**src/rtl/ctrl_pkg.sv**
```systemverilog
// Shared types and constants for the control-signal pipeline.
// Used by ctrl_pipe and cond_check (COND_EXEC_EN build option).
package ctrl_pkg;

  // ARM condition field encodings
  typedef enum logic [3:0] {
    COND_EQ = 4'b0000,
    COND_NE = 4'b0001,
    COND_CS = 4'b0010,
    COND_CC = 4'b0011,
    COND_MI = 4'b0100,
    COND_PL = 4'b0101,
    COND_VS = 4'b0110,
    COND_VC = 4'b0111,
    COND_HI = 4'b1000,
    COND_LS = 4'b1001,
    COND_GE = 4'b1010,
    COND_LT = 4'b1011,
    COND_GT = 4'b1100,
    COND_LE = 4'b1101,
    COND_AL = 4'b1110,
    COND_NV = 4'b1111
  } cond_t;

  // Bit positions inside the NZCV flags word
  localparam int unsigned FLAG_N = 3;
  localparam int unsigned FLAG_Z = 2;
  localparam int unsigned FLAG_C = 1;
  localparam int unsigned FLAG_V = 0;

  // Bit positions inside FlagWrite
  localparam int unsigned FW_NZ = 1;
  localparam int unsigned FW_CV = 0;

  // Execute-stage control fields (addresses are kept separately, they are RW wide)
  typedef struct packed {
    logic       reg_write;
    logic       mem_write;
    logic       mem_to_reg;
    logic       branch;
    logic       pc_src;
    logic [1:0] flag_write;
    logic [3:0] cond;
  } ctrl_e_t;

endpackage

```
**src/rtl/ctrl_pipe_if.sv**
```systemverilog
// Decode-side inputs and stage-tagged outputs of the control pipeline.
// master: the core/hazard side driving Decode; slave: ctrl_pipe itself.
interface ctrl_pipe_if #(
  parameter int RW = 4
);
  logic          FlushE;
  logic [RW-1:0] RA1D, RA2D, WA3D;
  logic          RegWriteD, MemWriteD, MemtoRegD, BranchD, PCSrcD;
  logic [1:0]    FlagWriteD;
  logic [3:0]    CondD;
  logic [3:0]    ALUFlagsE;

  logic [RW-1:0] RA1E, RA2E, WA3E;
  logic          MemtoRegE, PCSrcE;
  logic          CondExE, BranchTakenE;
  logic [RW-1:0] WA3M, WA3W;
  logic          RegWriteM, MemWriteM, MemtoRegM, PCSrcM;
  logic          RegWriteW, MemtoRegW, PCSrcW;
  logic [3:0]    FlagsE;

  modport master (
    output FlushE, RA1D, RA2D, WA3D, RegWriteD, MemWriteD, MemtoRegD, BranchD, PCSrcD,
           FlagWriteD, CondD, ALUFlagsE,
    input  RA1E, RA2E, WA3E, MemtoRegE, PCSrcE, CondExE, BranchTakenE, WA3M, WA3W,
           RegWriteM, MemWriteM, MemtoRegM, PCSrcM, RegWriteW, MemtoRegW, PCSrcW, FlagsE
  );

  modport slave (
    input  FlushE, RA1D, RA2D, WA3D, RegWriteD, MemWriteD, MemtoRegD, BranchD, PCSrcD,
           FlagWriteD, CondD, ALUFlagsE,
    output RA1E, RA2E, WA3E, MemtoRegE, PCSrcE, CondExE, BranchTakenE, WA3M, WA3W,
           RegWriteM, MemWriteM, MemtoRegM, PCSrcM, RegWriteW, MemtoRegW, PCSrcW, FlagsE
  );
endinterface

```
**src/rtl/cond_check.sv**
```systemverilog
// Condition-field evaluation against NZCV flags.
// Instantiated by ctrl_pipe only when COND_EXEC_EN is defined.
module cond_check
  import ctrl_pkg::*;
(
  input  logic [3:0] Cond,
  input  logic [3:0] Flags,
  output logic       CondEx
);

  logic n, z, c, v;

  assign n = Flags[FLAG_N];
  assign z = Flags[FLAG_Z];
  assign c = Flags[FLAG_C];
  assign v = Flags[FLAG_V];

  // Decode the condition field into pass/fail
  always_comb begin
    CondEx = 1'b0;
    case (cond_t'(Cond))
      COND_EQ: CondEx = z;
      COND_NE: CondEx = ~z;
      COND_CS: CondEx = c;
      COND_CC: CondEx = ~c;
      COND_MI: CondEx = n;
      COND_PL: CondEx = ~n;
      COND_VS: CondEx = v;
      COND_VC: CondEx = ~v;
      COND_HI: CondEx = c & ~z;
      COND_LS: CondEx = ~c | z;
      COND_GE: CondEx = (n == v);
      COND_LT: CondEx = (n != v);
      COND_GT: CondEx = ~z & (n == v);
      COND_LE: CondEx = z | (n != v);
      COND_AL: CondEx = 1'b1;
      COND_NV: CondEx = 1'b0;
      default: CondEx = 1'b0;
    endcase
  end

endmodule

```
**src/rtl/ctrl_pipe.sv**
```systemverilog
// Control-signal pipeline D->E->M->W for the 5-stage ARM core, with NZCV
// flags and conditional execution evaluated in Execute.
// Build option: COND_EXEC_EN enables flags/condition logic; when undefined
// every instruction executes as AL and FlagsE stays 4'b0000.
// The interface instance must use the same RW as this module.
module ctrl_pipe
  import ctrl_pkg::*;
#(
  parameter int RW = 4
) (
  input logic       clk,
  input logic       reset,
  ctrl_pipe_if.slave bus
);

  logic [RW-1:0] ra1_e, ra2_e, wa3_e, wa3_m, wa3_w;
  ctrl_e_t       ctl_e;
  logic          reg_write_m, mem_write_m, mem_to_reg_m, pc_src_m;
  logic          reg_write_w, mem_to_reg_w, pc_src_w;
  logic          cond_ex_e;
  logic [3:0]    flags_e;

  // E bank: reset or flush inserts a bubble with every enable cleared
  always_ff @(posedge clk) begin
    if (reset || bus.FlushE) begin
      ra1_e <= '0;
      ra2_e <= '0;
      wa3_e <= '0;
      ctl_e <= '0;
    end else begin
      ra1_e            <= bus.RA1D;
      ra2_e            <= bus.RA2D;
      wa3_e            <= bus.WA3D;
      ctl_e.reg_write  <= bus.RegWriteD;
      ctl_e.mem_write  <= bus.MemWriteD;
      ctl_e.mem_to_reg <= bus.MemtoRegD;
      ctl_e.branch     <= bus.BranchD;
      ctl_e.pc_src     <= bus.PCSrcD;
`ifdef COND_EXEC_EN
      ctl_e.flag_write <= bus.FlagWriteD;
      ctl_e.cond       <= bus.CondD;
`else
      ctl_e.flag_write <= '0;
      ctl_e.cond       <= '0;
`endif
    end
  end

`ifdef COND_EXEC_EN
  cond_check u_cond_check (
    .Cond   (ctl_e.cond),
    .Flags  (flags_e),
    .CondEx (cond_ex_e)
  );

  // Flags register: updated at the end of Execute only if the instruction passes
  always_ff @(posedge clk) begin
    if (reset) begin
      flags_e <= '0;
    end else if (cond_ex_e) begin
      if (ctl_e.flag_write[FW_NZ])
        flags_e[FLAG_N:FLAG_Z] <= bus.ALUFlagsE[FLAG_N:FLAG_Z];
      if (ctl_e.flag_write[FW_CV])
        flags_e[FLAG_C:FLAG_V] <= bus.ALUFlagsE[FLAG_C:FLAG_V];
    end
  end
`else
  assign cond_ex_e = 1'b1;
  assign flags_e   = '0;

  logic unused_cond;
  assign unused_cond = ^{bus.FlagWriteD, bus.CondD, bus.ALUFlagsE, ctl_e.flag_write, ctl_e.cond};
`endif

  // M bank: write/branch enables gated by the Execute condition result
  always_ff @(posedge clk) begin
    if (reset) begin
      wa3_m        <= '0;
      reg_write_m  <= 1'b0;
      mem_write_m  <= 1'b0;
      mem_to_reg_m <= 1'b0;
      pc_src_m     <= 1'b0;
    end else begin
      wa3_m        <= wa3_e;
      reg_write_m  <= ctl_e.reg_write & cond_ex_e;
      mem_write_m  <= ctl_e.mem_write & cond_ex_e;
      mem_to_reg_m <= ctl_e.mem_to_reg;
      pc_src_m     <= ctl_e.pc_src & cond_ex_e;
    end
  end

  // W bank: straight copy of M
  always_ff @(posedge clk) begin
    if (reset) begin
      wa3_w        <= '0;
      reg_write_w  <= 1'b0;
      mem_to_reg_w <= 1'b0;
      pc_src_w     <= 1'b0;
    end else begin
      wa3_w        <= wa3_m;
      reg_write_w  <= reg_write_m;
      mem_to_reg_w <= mem_to_reg_m;
      pc_src_w     <= pc_src_m;
    end
  end

  assign bus.RA1E         = ra1_e;
  assign bus.RA2E         = ra2_e;
  assign bus.WA3E         = wa3_e;
  assign bus.MemtoRegE    = ctl_e.mem_to_reg;
  assign bus.PCSrcE       = ctl_e.pc_src;
  assign bus.CondExE      = cond_ex_e;
  assign bus.BranchTakenE = ctl_e.branch & cond_ex_e;
  assign bus.FlagsE       = flags_e;
  assign bus.WA3M         = wa3_m;
  assign bus.RegWriteM    = reg_write_m;
  assign bus.MemWriteM    = mem_write_m;
  assign bus.MemtoRegM    = mem_to_reg_m;
  assign bus.PCSrcM       = pc_src_m;
  assign bus.WA3W         = wa3_w;
  assign bus.RegWriteW    = reg_write_w;
  assign bus.MemtoRegW    = mem_to_reg_w;
  assign bus.PCSrcW       = pc_src_w;

endmodule
```
**src/flat_wrapper.sv**
```systemverilog
// flat-port wrapper written by rule: the top's interface ports become plain ports
module ctrl_pipe_flat import ctrl_pkg::*;
#(
  parameter int RW = 4
)
  (clk, reset, bus_FlushE, bus_RA1D, bus_RA2D, bus_WA3D, bus_RegWriteD, bus_MemWriteD, bus_MemtoRegD, bus_BranchD, bus_PCSrcD, bus_FlagWriteD, bus_CondD, bus_ALUFlagsE, bus_RA1E, bus_RA2E, bus_WA3E, bus_MemtoRegE, bus_PCSrcE, bus_CondExE, bus_BranchTakenE, bus_WA3M, bus_WA3W, bus_RegWriteM, bus_MemWriteM, bus_MemtoRegM, bus_PCSrcM, bus_RegWriteW, bus_MemtoRegW, bus_PCSrcW, bus_FlagsE);
  ctrl_pipe_if #(.RW(RW)) bus_i ();
  input logic clk;
  input logic reset;
  input wire logic [$bits(bus_i.FlushE)-1:0] bus_FlushE;
  input wire logic [$bits(bus_i.RA1D)-1:0] bus_RA1D;
  input wire logic [$bits(bus_i.RA2D)-1:0] bus_RA2D;
  input wire logic [$bits(bus_i.WA3D)-1:0] bus_WA3D;
  input wire logic [$bits(bus_i.RegWriteD)-1:0] bus_RegWriteD;
  input wire logic [$bits(bus_i.MemWriteD)-1:0] bus_MemWriteD;
  input wire logic [$bits(bus_i.MemtoRegD)-1:0] bus_MemtoRegD;
  input wire logic [$bits(bus_i.BranchD)-1:0] bus_BranchD;
  input wire logic [$bits(bus_i.PCSrcD)-1:0] bus_PCSrcD;
  input wire logic [$bits(bus_i.FlagWriteD)-1:0] bus_FlagWriteD;
  input wire logic [$bits(bus_i.CondD)-1:0] bus_CondD;
  input wire logic [$bits(bus_i.ALUFlagsE)-1:0] bus_ALUFlagsE;
  output wire logic [$bits(bus_i.RA1E)-1:0] bus_RA1E;
  output wire logic [$bits(bus_i.RA2E)-1:0] bus_RA2E;
  output wire logic [$bits(bus_i.WA3E)-1:0] bus_WA3E;
  output wire logic [$bits(bus_i.MemtoRegE)-1:0] bus_MemtoRegE;
  output wire logic [$bits(bus_i.PCSrcE)-1:0] bus_PCSrcE;
  output wire logic [$bits(bus_i.CondExE)-1:0] bus_CondExE;
  output wire logic [$bits(bus_i.BranchTakenE)-1:0] bus_BranchTakenE;
  output wire logic [$bits(bus_i.WA3M)-1:0] bus_WA3M;
  output wire logic [$bits(bus_i.WA3W)-1:0] bus_WA3W;
  output wire logic [$bits(bus_i.RegWriteM)-1:0] bus_RegWriteM;
  output wire logic [$bits(bus_i.MemWriteM)-1:0] bus_MemWriteM;
  output wire logic [$bits(bus_i.MemtoRegM)-1:0] bus_MemtoRegM;
  output wire logic [$bits(bus_i.PCSrcM)-1:0] bus_PCSrcM;
  output wire logic [$bits(bus_i.RegWriteW)-1:0] bus_RegWriteW;
  output wire logic [$bits(bus_i.MemtoRegW)-1:0] bus_MemtoRegW;
  output wire logic [$bits(bus_i.PCSrcW)-1:0] bus_PCSrcW;
  output wire logic [$bits(bus_i.FlagsE)-1:0] bus_FlagsE;
  assign bus_i.FlushE = bus_FlushE;
  assign bus_i.RA1D = bus_RA1D;
  assign bus_i.RA2D = bus_RA2D;
  assign bus_i.WA3D = bus_WA3D;
  assign bus_i.RegWriteD = bus_RegWriteD;
  assign bus_i.MemWriteD = bus_MemWriteD;
  assign bus_i.MemtoRegD = bus_MemtoRegD;
  assign bus_i.BranchD = bus_BranchD;
  assign bus_i.PCSrcD = bus_PCSrcD;
  assign bus_i.FlagWriteD = bus_FlagWriteD;
  assign bus_i.CondD = bus_CondD;
  assign bus_i.ALUFlagsE = bus_ALUFlagsE;
  assign bus_RA1E = bus_i.RA1E;
  assign bus_RA2E = bus_i.RA2E;
  assign bus_WA3E = bus_i.WA3E;
  assign bus_MemtoRegE = bus_i.MemtoRegE;
  assign bus_PCSrcE = bus_i.PCSrcE;
  assign bus_CondExE = bus_i.CondExE;
  assign bus_BranchTakenE = bus_i.BranchTakenE;
  assign bus_WA3M = bus_i.WA3M;
  assign bus_WA3W = bus_i.WA3W;
  assign bus_RegWriteM = bus_i.RegWriteM;
  assign bus_MemWriteM = bus_i.MemWriteM;
  assign bus_MemtoRegM = bus_i.MemtoRegM;
  assign bus_PCSrcM = bus_i.PCSrcM;
  assign bus_RegWriteW = bus_i.RegWriteW;
  assign bus_MemtoRegW = bus_i.MemtoRegW;
  assign bus_PCSrcW = bus_i.PCSrcW;
  assign bus_FlagsE = bus_i.FlagsE;
  ctrl_pipe #(.RW(RW)) u_core (.clk(clk), .reset(reset), .bus(bus_i));
endmodule
```
**config.mk**
```make
export PLATFORM = sky130hd
export DESIGN_NAME = ctrl_pipe_flat
export DESIGN_NICKNAME = d
export VERILOG_FILES = /design/src/rtl/ctrl_pkg.sv /design/src/rtl/ctrl_pipe_if.sv /design/src/rtl/cond_check.sv /design/src/rtl/ctrl_pipe.sv /design/src/flat_wrapper.sv
export SDC_FILE = /design/constraint.sdc
export NUM_CORES = 1
export LEC_CHECK = 0
export BUFFER_PORTS_ARGS = -buffer_cell sky130_fd_sc_hd__buf_2
export CORE_MARGIN = 4
export CORE_UTILIZATION = 40
export CTS_CLUSTER_SIZE = 16
export DETAILED_ROUTE_END_ITERATION = 8
export PLACE_DENSITY_LB_ADDON = 0.05
export SKIP_CTS_REPAIR_TIMING = 1
export SYNTH_ARGS = -nofsm -noshare
export SYNTH_HDL_FRONTEND = slang
export SYNTH_SLANG_ARGS = --single-unit
export TNS_END_PERCENT = 50
```
**constraint.sdc**
```tcl
create_clock -name clk -period 0.8 [get_ports clk]
set_clock_uncertainty 0.05 [all_clocks]
set_input_delay 0 -clock clk [delete_from_list [all_inputs] [get_ports clk]]
set_output_delay 0 -clock clk [all_outputs]
set_load 0.02 [all_outputs]
```
==> results.json <==
{
  "met1_usage": 0.109,
  "hold_path.class": "in -> reg",
  "dr.pass1.iters": 2,
  "synth_top_area_frac": 0.635,
  "synth_common_cells": "dfxtp_1 (32), nor2b_1 (14), nor3b_2 (10)",
  "power.leakage_nw": 0.741,
  "fillers": 165,
  "vias": 731,
  "worst_path_dominant_cell_family": "flip-flops",
  "ys.flop_type": "dfxtp_1",
  "clockBufferDepth": 2,
  "crit_slowest_cell": "dfxtp_1",
  "crit_required_ns": 0.75,
  "cts_tree": "done",
  "p_per_area_mw_per_mm2": 1790,
  "fp.dieH_um": 58.2,
  "grt_use_total": 0.113,
  "diodes": 0,
  "synthDistinctLibCells": 10,
  "critical_path_buf_inv_count": 1,
  "wl_per_cell_um": 11.6,
  "hold_viol_final": 5,
  "grt_use_met3": 0.0713,
  "final_layout_size_suffix_gt1_frac": 0.644,
  "worstSetupPathType": "reg -> out",
  "cp_max_fo": 1,
  "fin_ws_ns": -0.0355,
  "port_buffers": 49,
  "status": "complete, but fails checks",
  "final-setup-viol-count": 30,
  "num_rows": 17,
  "clkTransAtPathRegs_ns": 0.09,
  "ir_drop_v": 0.00154,
  "h-tree-depth": 2,
  "ant_nets": 0,
  "seqCellArea_um2": 673,
  "fin_util": 0.727,
  "numCtsBuffers": 5,
  "finish.instance_area_mm2": 0.00167,
  "drt-initial-drc-count": 2,
  "cts_sinks": 32,
  "antenna_found_initial": 0,
  "synth-edff-count": 0,
  "place_congestion": 0.648,
  "syn_inst": 76,
  "grt-ovfl-total": 0,
  "grt_setup_unrepaired": "true",
  "die_x_um": 58.2,
  "start_kind": "flop",
  "grt-busiest-layer": "met2",
  "yosysWarnings": 0,
  "drc": 0,
  "drv_slew": 0,
  "core-area_mm2": 0.00230,
  "crit_chain": "buf_4",
  "cpPeakStageDelay_ns": 0.33,
  "cts_root_buffer": "clkbuf_4",
  "fp.dieArea_mm2": 0.00339,
  "async_flop_share": 0,
  "wl_mm": 2.02,
  "start_util": 0.439,
  "hpwl_mm": 1.33,
  "max_freq_mhz": 1200,
  "grt_max_degree": 18,
  "synth.most_common_cell": "dfxtp_1",
  "maxCapViolations": 0,
  "syn2layout_area_growth_pct": 65.5,
  "whs_ns": -0.0297,
  "io_pins": 65,
  "crit_arrival_ns": 0.79,
  "yosys.area.top_type": "dfxtp_1",
  "fin_crit_sh": 1.04,
  "grt_pass1_vias": 652,
  "clock_latency_ns": 0.32,
  "post_dp_cell_area_mm2": 0.00123,
  "multi_input_area_um2": 292,
  "endpoint_kind": "primary output",
  "ys_seq_area_frac": 0.635,
  "netlist_area_mm2": 0.00101,
  "grtUsageMet2": 0.189,
  "nets": 175,
  "ys_ff_latch": 32,
  "grt_first_pass_wirelength_mm": 2.77,
  "synth.avg_cell_area_um2": 13.3,
  "synth_area_leaders": "dfxtp_1 (64%), nor3b_2 (12%), nor2b_1 (8.7%)",
  "fin_crit_ns": 0.835,
  "failed_checks": "negative hold slack, negative setup slack",
  "vias_per_cell": 4.20
}
==> per-stage QoR <==
step	setup WS [ns]	hold WS [ns]	TNS, ns	power [mW]	instances
floorplan	0.121	0.0216	0	1.90	79
global placement	0.172	0.187	0	1.96	149
detailed placement	0.147	0.195	0	1.97	149
CTS	-0.0929	-0.152	-1.94	2.90	157
global route	-0.0964	-0.0175	-1.66	3.13	174
finish	-0.0355	-0.0297	-0.483	2.99	174
==> per-layer routing <==
layer | wire length [um] | vias to the layer above | part of all wire
li1 | - | 367 | -
met1 | 678 | 326 | 0.34
met2 | 1110 | 34 | 0.55
met3 | 204 | 4 | 0.10
met4 | 31 | 0 | 0.015
met5 | 0 | - | 0
==> final timing paths <==
check                                         from                   end  slack [ns]  cells after the start
worst max-delay path            u_core.bus.RA2E[3]           bus_RA2E[3]       -0.04                      1
worst min-delay path                         reset    u_core.bus.WA3E[0]       -0.03                      3
worst max register to register  u_core.bus.WA3E[1]    u_core.bus.WA3M[1]        0.18                      1
worst min register to register    u_core.ctl_e[10]  u_core.bus.RegWriteM        0.40                      1
==> worst min-delay path: cells and delay by family <==
kind,cells,cell delay (ns)
simple gates,1,0.05
buf+inv,2,0.26
==> cell usage in the layout, fill, tap and decap left out <==
cell type       n
and2b_1         1
buf_2          19
buf_4           7
buf_6          26
clkbuf_1        2
clkbuf_4        5
clkbuf_8        1
conb_1          5
dfxtp_1         6
dfxtp_2        26
dlygate4sd3_1  17
nor2b_1        14
nor3b_1         7
nor3b_2        10
==> sequential cells by signal, summed over array words and instances (netlist names), 2 cells and up <==
signal           flops
u_core.bus.RA1E      4
u_core.bus.RA2E      4
u_core.bus.WA3E      4
u_core.bus.WA3M      4
u_core.bus.WA3W      4
u_core.ctl_e         2
==> power by group <==
part / total, mW / switching [mW] / internal [mW]
logic: 0.387 / 0.171 / 0.216
registers: 1.67 / 0.0236 / 1.65
clock network: 0.929 / 0.495 / 0.433
==> layout make-up <==
type,instances,area share
Multi-Input combinational cell,37,0.175
Tap cell,28,0.0210
Sequential cell,32,0.403
Timing Repair Buffer,69,0.366
Clock buffer,8,0.0352
==> cell families (layout without fill, tap and decap cells) <==
family	count (synthesis)	in the layout	synth area share
AND/OR/NAND/NOR	32	32	0.270
flip-flops	32	32	0.635
buffers and inverters	10	77	0.0868
other	2	5	0.00745
Power figures use the tool's default switching activity.
